===== config.mk =====
export PLATFORM = sky130hd
export DESIGN_NAME = cp0_exc_ctrl
export DESIGN_NICKNAME = d
export VERILOG_FILES = /design/src/rtl/cp0_exc_ctrl_pkg.sv /design/src/rtl/cp0_exc_ctrl_int_detect.sv /design/src/rtl/cp0_exc_ctrl.sv
export SDC_FILE = /design/constraint.sdc
export NUM_CORES = 1
export LEC_CHECK = 0
export CAP_MARGIN = 30
export CORE_UTILIZATION = 35
export CTS_CLUSTER_SIZE = 28
export DETAILED_ROUTE_END_ITERATION = 7
export PLACE_DENSITY = 0.8
export SKIP_LAST_GASP = 1
export SLEW_MARGIN = 20
export SYNTH_ARGS = -nofsm -noshare
export SYNTH_HDL_FRONTEND = slang
export SYNTH_SLANG_ARGS = --single-unit
export TNS_END_PERCENT = 50

===== constraint.sdc =====
create_clock -name clk -period 1.95 [get_ports clk]
set_input_delay 0.195 -clock clk [delete_from_list [all_inputs] [get_ports clk]]
set_output_delay 0.195 -clock clk [all_outputs]
set_load 0.02 [all_outputs]

===== src/rtl/cp0_exc_ctrl_pkg.sv =====
// cp0_exc_ctrl_pkg: shared CP0 exception codes, register addresses and sequencer encodings
package cp0_exc_ctrl_pkg;
  localparam logic [4:0] EX_INT  = 5'h00;
  localparam logic [4:0] EX_ADEL = 5'h04;
  localparam logic [4:0] EX_ADES = 5'h05;
  localparam logic [4:0] EX_SYS  = 5'h08;
  localparam logic [4:0] EX_BP   = 5'h09;
  localparam logic [4:0] EX_RI   = 5'h0a;
  localparam logic [4:0] EX_OV   = 5'h0c;
  localparam logic [4:0] CR_BADVADDR = 5'd8;
  localparam logic [4:0] CR_COUNT    = 5'd9;
  localparam logic [4:0] CR_COMPARE  = 5'd11;
  localparam logic [4:0] CR_STATUS   = 5'd12;
  localparam logic [4:0] CR_CAUSE    = 5'd13;
  localparam logic [4:0] CR_EPC      = 5'd14;
  localparam logic [31:0] EXC_VECTOR_DEF = 32'hBFC00380;
  typedef enum logic [1:0] {ST_IDLE, ST_DRAIN, ST_COMMIT, ST_FLUSH} state_t;
  typedef enum logic [1:0] {K_INT, K_EXC, K_ERET} kind_t;
endpackage


===== src/rtl/cp0_exc_ctrl_int_detect.sv =====
// cp0_int_detect: pending-interrupt mask and global interrupt request
module cp0_int_detect (
  input  logic       status_ie,
  input  logic       status_exl,
  input  logic [7:0] status_im,
  input  logic [7:0] cause_ip,
  output logic       int_req
);
  logic [7:0] pending;
  always_comb begin
    pending = status_im & cause_ip;
    int_req = status_ie & ~status_exl & |pending;
  end
endmodule


===== src/rtl/cp0_exc_ctrl.sv =====
// cp0_exc_ctrl: trap decision, drain, CP0 commit pulse and pipeline flush sequencer
module cp0_exc_ctrl
  import cp0_exc_ctrl_pkg::*;
#(
  parameter logic [31:0] EXC_VECTOR = EXC_VECTOR_DEF,
  parameter int          DRAIN_MAX  = 64,
  parameter int          CNT_W      = 7
) (
  input  logic        clk,
  input  logic        resetn,
  input  logic        m_valid,
  input  logic [31:0] m_pc,
  input  logic        m_bd,
  input  logic        m_ex,
  input  logic [4:0]  m_excode,
  input  logic [31:0] m_badvaddr,
  input  logic        m_eret,
  input  logic        status_ie,
  input  logic        status_exl,
  input  logic [7:0]  status_im,
  input  logic [7:0]  cause_ip,
  input  logic [31:0] epc,
  input  logic        div_busy,
  input  logic        bus_pending,
  output logic        m_ready,
  output logic        cp0_ex,
  output logic        eret_flush,
  output logic [4:0]  cp0_excode,
  output logic [31:0] cp0_pc,
  output logic        cp0_bd,
  output logic [31:0] cp0_badvaddr,
  output logic        div_cancel,
  output logic        pipe_flush,
  output logic [31:0] flush_pc,
  output logic        drain_timeout
);
  state_t            state_q, state_d;
  kind_t             kind_q, kind_d;
  logic [CNT_W-1:0]  cnt_q, cnt_d;
  logic              timeout_q, timeout_d;
  logic [4:0]        excode_q, excode_d;
  logic [31:0]       pc_q, pc_d;
  logic              bd_q, bd_d;
  logic [31:0]       bva_q, bva_d;
  logic              int_req, evt, busy, cnt_hit;

  cp0_int_detect u_int (
    .status_ie  (status_ie),
    .status_exl (status_exl),
    .status_im  (status_im),
    .cause_ip   (cause_ip),
    .int_req    (int_req)
  );

  always_comb begin
    evt     = m_valid & (int_req | m_ex | m_eret);
    busy    = div_busy | bus_pending;
    cnt_hit = cnt_q == CNT_W'(DRAIN_MAX - 1);
    state_d   = state_q;
    kind_d    = kind_q;
    cnt_d     = '0;
    timeout_d = timeout_q;
    excode_d  = excode_q;
    pc_d      = pc_q;
    bd_d      = bd_q;
    bva_d     = bva_q;
    case (state_q)
      ST_IDLE: if (evt) begin
        state_d = busy ? ST_DRAIN : ST_COMMIT;
        kind_d  = int_req ? K_INT : m_ex ? K_EXC : K_ERET;
        if (int_req | m_ex) begin
          pc_d     = m_pc;
          bd_d     = m_bd;
          excode_d = int_req ? EX_INT : m_excode;
        end
        if (~int_req & m_ex) bva_d = m_badvaddr;
      end
      ST_DRAIN: begin
        cnt_d = cnt_q + 1'b1;
        if (~busy | cnt_hit) begin
          state_d = ST_COMMIT;
          cnt_d   = '0;
        end
        if (busy & cnt_hit) timeout_d = 1'b1;
      end
      ST_COMMIT: state_d = ST_FLUSH;
      default:   state_d = ST_IDLE;
    endcase
  end

  // pulses are gated by resetn so an aborted sequence emits nothing in the reset cycle
  always_comb begin
    m_ready       = (state_q == ST_IDLE) & ~evt;
    cp0_ex        = resetn & (state_q == ST_COMMIT) & (kind_q != K_ERET);
    eret_flush    = resetn & (state_q == ST_COMMIT) & (kind_q == K_ERET);
    div_cancel    = resetn & (state_q == ST_IDLE) & evt & div_busy;
    pipe_flush    = resetn & (state_q == ST_FLUSH);
    flush_pc      = (kind_q == K_ERET) ? epc : EXC_VECTOR;
    cp0_excode    = excode_q;
    cp0_pc        = pc_q;
    cp0_bd        = bd_q;
    cp0_badvaddr  = bva_q;
    drain_timeout = timeout_q;
  end

  always_ff @(posedge clk) begin
    if (!resetn) begin
      state_q   <= ST_IDLE;
      kind_q    <= K_INT;
      cnt_q     <= '0;
      timeout_q <= 1'b0;
      excode_q  <= '0;
      pc_q      <= '0;
      bd_q      <= 1'b0;
      bva_q     <= '0;
    end else begin
      state_q   <= state_d;
      kind_q    <= kind_d;
      cnt_q     <= cnt_d;
      timeout_q <= timeout_d;
      excode_q  <= excode_d;
      pc_q      <= pc_d;
      bd_q      <= bd_d;
      bva_q     <= bva_d;
    end
  end
endmodule

==> results <==
- The library cell used most frequently in the layout, excluding fill and tap cells, is sky130_fd_sc_hd__clkdlybuf4s50_1.
- The internal power of the cells totals 3.48 mW.
- The net count after synthesis is 556.
- The pin count of the biggest net entering global routing is 142.
- The final count of hold timing violations is 0.
- For the pin with the worst max-slew slack, the measured transition is 0.582 ns.
- The die is 101 µm wide.
- The most used flip-flop cell after synthesis is sky130_fd_sc_hd__dfxtp_1.
- The share of total power consumed by net switching is 32.8%.
- The TritonCTS buffer count is 9.
- The number of antenna violations at the first check in global routing is 0.
- For this block, the initial DRC count from the detailed router was 90.
- In the final routed layout, each cell accounts on average for 14.5 µm.
- The via density per instance is 4.78.
- In this run the static leakage power is 2.50 nW.
- Of all flip-flops after synthesis, the portion carrying an async set or reset was 0%.
- The maximum fanout encountered on the critical timing path is 34.
- The multi-input combinational cells in the finished layout cover a total of 1640 µm².
- Measured on the finished design, the core utilization comes to 65.8%.
- In the finished design, the share of the clock period the worst path needs comes to 96.2%.
- The analysis attributes to net switching a power of 1.69 mW.
- In this run the tightest slew margin relative to its limit is 61.2%.
- For this run, the total global-route usage over all layers was measured as 21.4%.
- The synthesized netlist contains 35 unique library cells.
- Registers take 1640 µm².
- Across the run, the number of max-cap violations was 0.
- The total congestion overflow after global routing is 0.
- The number of global-route vias before repair was 3575.
- Routability-driven placement finished with a final weighted congestion of 0.696.
- The die covers 10200 µm².
- The number of setup violations in the final report is 0.
- The final antenna-violating net count is 0.
- Combinational logic is responsible for 37.0% of the overall power.
- The cell count after synthesis is 423.
- The number of buffers and inverters on the critical path is 2.
- The final period demand of the worst path is 1.88 ns.
- Static timing analysis puts the maximum clock frequency at 0.533 GHz.
- In this run the tool buffered the top-level ports with 234 buffer cells.
- The maximum level of the CTS H-tree is 3.
- The number of warnings reported in the yosys synthesis log is 0.
- The count of nets after finishing is 779.
- Leaving out fill and tap cells, the most frequent cells in the layout are sky130_fd_sc_hd__clkdlybuf4s50_1, sky130_fd_sc_hd__dfxtp_1, sky130_fd_sc_hd__nand2_1.
- The maximum clock path buffer count is 2.
- Pin placement for this block handled 235 I/O pins.
- The power density over the cells is 838 nW/µm².
- The final layout contains routed wiring with a total length of 11.3 mm.
- The tightest min-delay check is of the in -> reg type.
- Each instance of the synthesized netlist takes up on average 8.08 µm².
- The length of the first detailed-routing pass in iterations is 6.
- The cell area that synthesis handed to floorplanning was 3420 µm².
- The area growth from synthesis to layout is 80.5%.
- The family with the most delay on the worst path is buffers and inverters.
- The maximum single-stage delay on the critical path is 0.61 ns.
- After clock tree synthesis, the clock-pin slew on the worst setup and hold paths is 0.08 ns.
- The CTS tree is done.
- The kind of end point of the critical path is an output port.
- The number of register bits inferred by synthesis is 82.
- The number of hold buffers added after CTS was 0.
- The post-route netlist has 6.30% of its cells at a drive strength greater than 1.
- Once detailed placement completed, the half-perimeter wirelength came to 8.53 mm.
- The number of flops mapped to enable cells by yosys is 0.
- The height of the chip is 101 µm.
- The share of power burned in registers is 38.3%.
- The number of filler cells placed in the layout is 809.
- The initial cell density of the core is 36.5%.
- STA classifies the critical path startpoint as a register.
- Detailed routing inserted a total of 3726 vias.
- Overall power consumption after layout is estimated at 5.17 mW.
- The antenna diode count is 0.
- The first global-routing pass estimated 16.7 mm of wire.
- The TritonCTS sink count is 82.
- The share of the yosys chip area belonging to registers is 48.0%.
- The worst setup path is of the reg -> out kind.
- OpenSTA, run right after detailed placement, puts the worst setup slack at -0.162 ns.
- The arrival time of data at the critical path endpoint is 1.68 ns.
- The clock tree root buffer cell is sky130_fd_sc_hd__clkbuf_8.
- The row count is 35.
- Traced cell by cell, the critical path runs through nor2b_2 > buf_12 > nor2_1 > clkdlybuf4s50_1.
- Setup repair after global routing could not meet its margin everywhere.
- The core area is 9370 µm².
- The final worst-path setup slack is 0.0740 ns.
- The worst clock skew is 0.0131 ns.
- For the worst-skew pair, the clock arrives at the later sink with an insertion delay of 0.35 ns.
- VDD sags by at most 0.423 mV.
- The required time at the worst-slack endpoint is 1.75 ns.
- The number of pins with negative max-slew slack in the final report came to 0.
- For this design, the slowest cell found on the critical path is sky130_fd_sc_hd__clkdlybuf4s50_1.
- The run finished with clean final reports.
- In the routed design, unresolved DRC markers number 0.
- Per report_power, the clock group accounts for 24.7% of the total.
layout make-up:
cell class	count	area share (%)
Clock buffer	11	2.45
Multi-Input combinational cell	304	26.5
Sequential cell	82	26.6
Clock inverter	5	1.01
Tap cell	129	2.62
Inverter	3	0.182
Timing Repair Buffer	246	40.6
Yosys cell counts (2+ instances only):
| library cell | n | share of area (%) |
|---|---|---|
| sky130_fd_sc_hd__a22oi_1 | 8 | 1.8 |
| sky130_fd_sc_hd__buf_4 | 4 | 0.88 |
| sky130_fd_sc_hd__clkbuf_1 | 25 | 2.7 |
| sky130_fd_sc_hd__nand2_1 | 72 | 7.9 |
| sky130_fd_sc_hd__a21oi_1 | 4 | 0.59 |
| sky130_fd_sc_hd__and3_1 | 2 | 0.37 |
| sky130_fd_sc_hd__nor2_1 | 12 | 1.3 |
| sky130_fd_sc_hd__nand2b_1 | 13 | 2.4 |
| sky130_fd_sc_hd__dfxtp_1 | 82 | 48 |
| sky130_fd_sc_hd__xor2_1 | 2 | 0.51 |
| sky130_fd_sc_hd__and2_1 | 22 | 4.0 |
| sky130_fd_sc_hd__buf_2 | 4 | 0.59 |
| sky130_fd_sc_hd__xnor2_1 | 2 | 0.51 |
| sky130_fd_sc_hd__a21boi_1 | 2 | 0.44 |
| sky130_fd_sc_hd__o22ai_1 | 2 | 0.37 |
| sky130_fd_sc_hd__nor2b_1 | 7 | 1.3 |
| sky130_fd_sc_hd__o21ai_0 | 67 | 9.8 |
| sky130_fd_sc_hd__nand3_1 | 69 | 10 |
| sky130_fd_sc_hd__ha_1 | 6 | 2.2 |
| sky130_fd_sc_hd__inv_1 | 3 | 0.33 |
power by group through the flow:
stage	logic (mW)	registers [mW]	clock network, mW
finish	1.91	1.98	1.28
global route	2.08	2.00	1.40
CTS	1.90	1.98	1.31
detailed placement	1.91	2.02	0
global placement	1.86	2.01	0
floorplan	0.741	2.21	0
sequential cells by signal, indices dropped and copies added, names as in the netlist:
signal and count:
state_q 2, cnt_q 7, cp0_bd 1, drain_timeout 1, cp0_pc 32, kind_q 2, cp0_excode 5, cp0_badvaddr 32
per-layer routing:
metal	global-route usage (%)	vias up	part of all wire, %
li1	-	1877	-
met1	20.2	1680	35
met2	40.9	150	53
met3	8.04	19	9.2
met4	9.14	0	2.8
met5	0	-	0
kinds of logic after synthesis:
family | after synthesis | synth area share [%]
AOI/OAI and AO/OA | 89 | 15.0
xor gates and xnor gates | 4 | 1.03
adders and majority gates | 6 | 2.20
buffers and inverters | 37 | 4.65
DFF | 82 | 48.0
and+or+nand+nor | 205 | 29.1
worst paths after layout:
kind | from | endpoint | slack (ns) | depth (start not counted)
worst max-delay path | kind_q[1] | cp0_ex | 0.07 | 4
worst min-delay path | resetn | drain_timeout | 0.13 | 2
worst max register to register | state_q[1] | cp0_badvaddr[15] | 0.15 | 9
worst min register to register | cp0_badvaddr[14] | cp0_badvaddr[14] | 0.46 | 2
stage by stage:
step | hold WS (ns) | cell area, µm² | instances | TNS [ns]
floorplan | 0.325 | 3420 | 423 | 0
global placement | 0.430 | 5920 | 763 | -0.0389
detailed placement | 0.444 | 5920 | 763 | -3.39
CTS | 0.113 | 6120 | 779 | -0.450
global route | 0.118 | 6170 | 780 | -0.00157
finish | 0.130 | 6170 | 780 | 0
worst reg2reg max path: stages (launching register included):
cell	delay (ns)
sky130_fd_sc_hd__dfxtp_2	0.35
sky130_fd_sc_hd__inv_1	0.12
sky130_fd_sc_hd__ha_2	0.24
sky130_fd_sc_hd__and2_1	0.16
sky130_fd_sc_hd__buf_4	0.15
sky130_fd_sc_hd__nand2_1	0.09
sky130_fd_sc_hd__nor2_4	0.18
sky130_fd_sc_hd__buf_12	0.21
sky130_fd_sc_hd__nand3_1	0.10
sky130_fd_sc_hd__o21ai_0	0.11
timing repair:
action,in CTS,in global routing
cloned,0,1
gates resized for setup,11,18
buffers inserted,0,0
setup endpoints to repair,23,40
No activity file was read; power rests on OpenSTA's default activity.
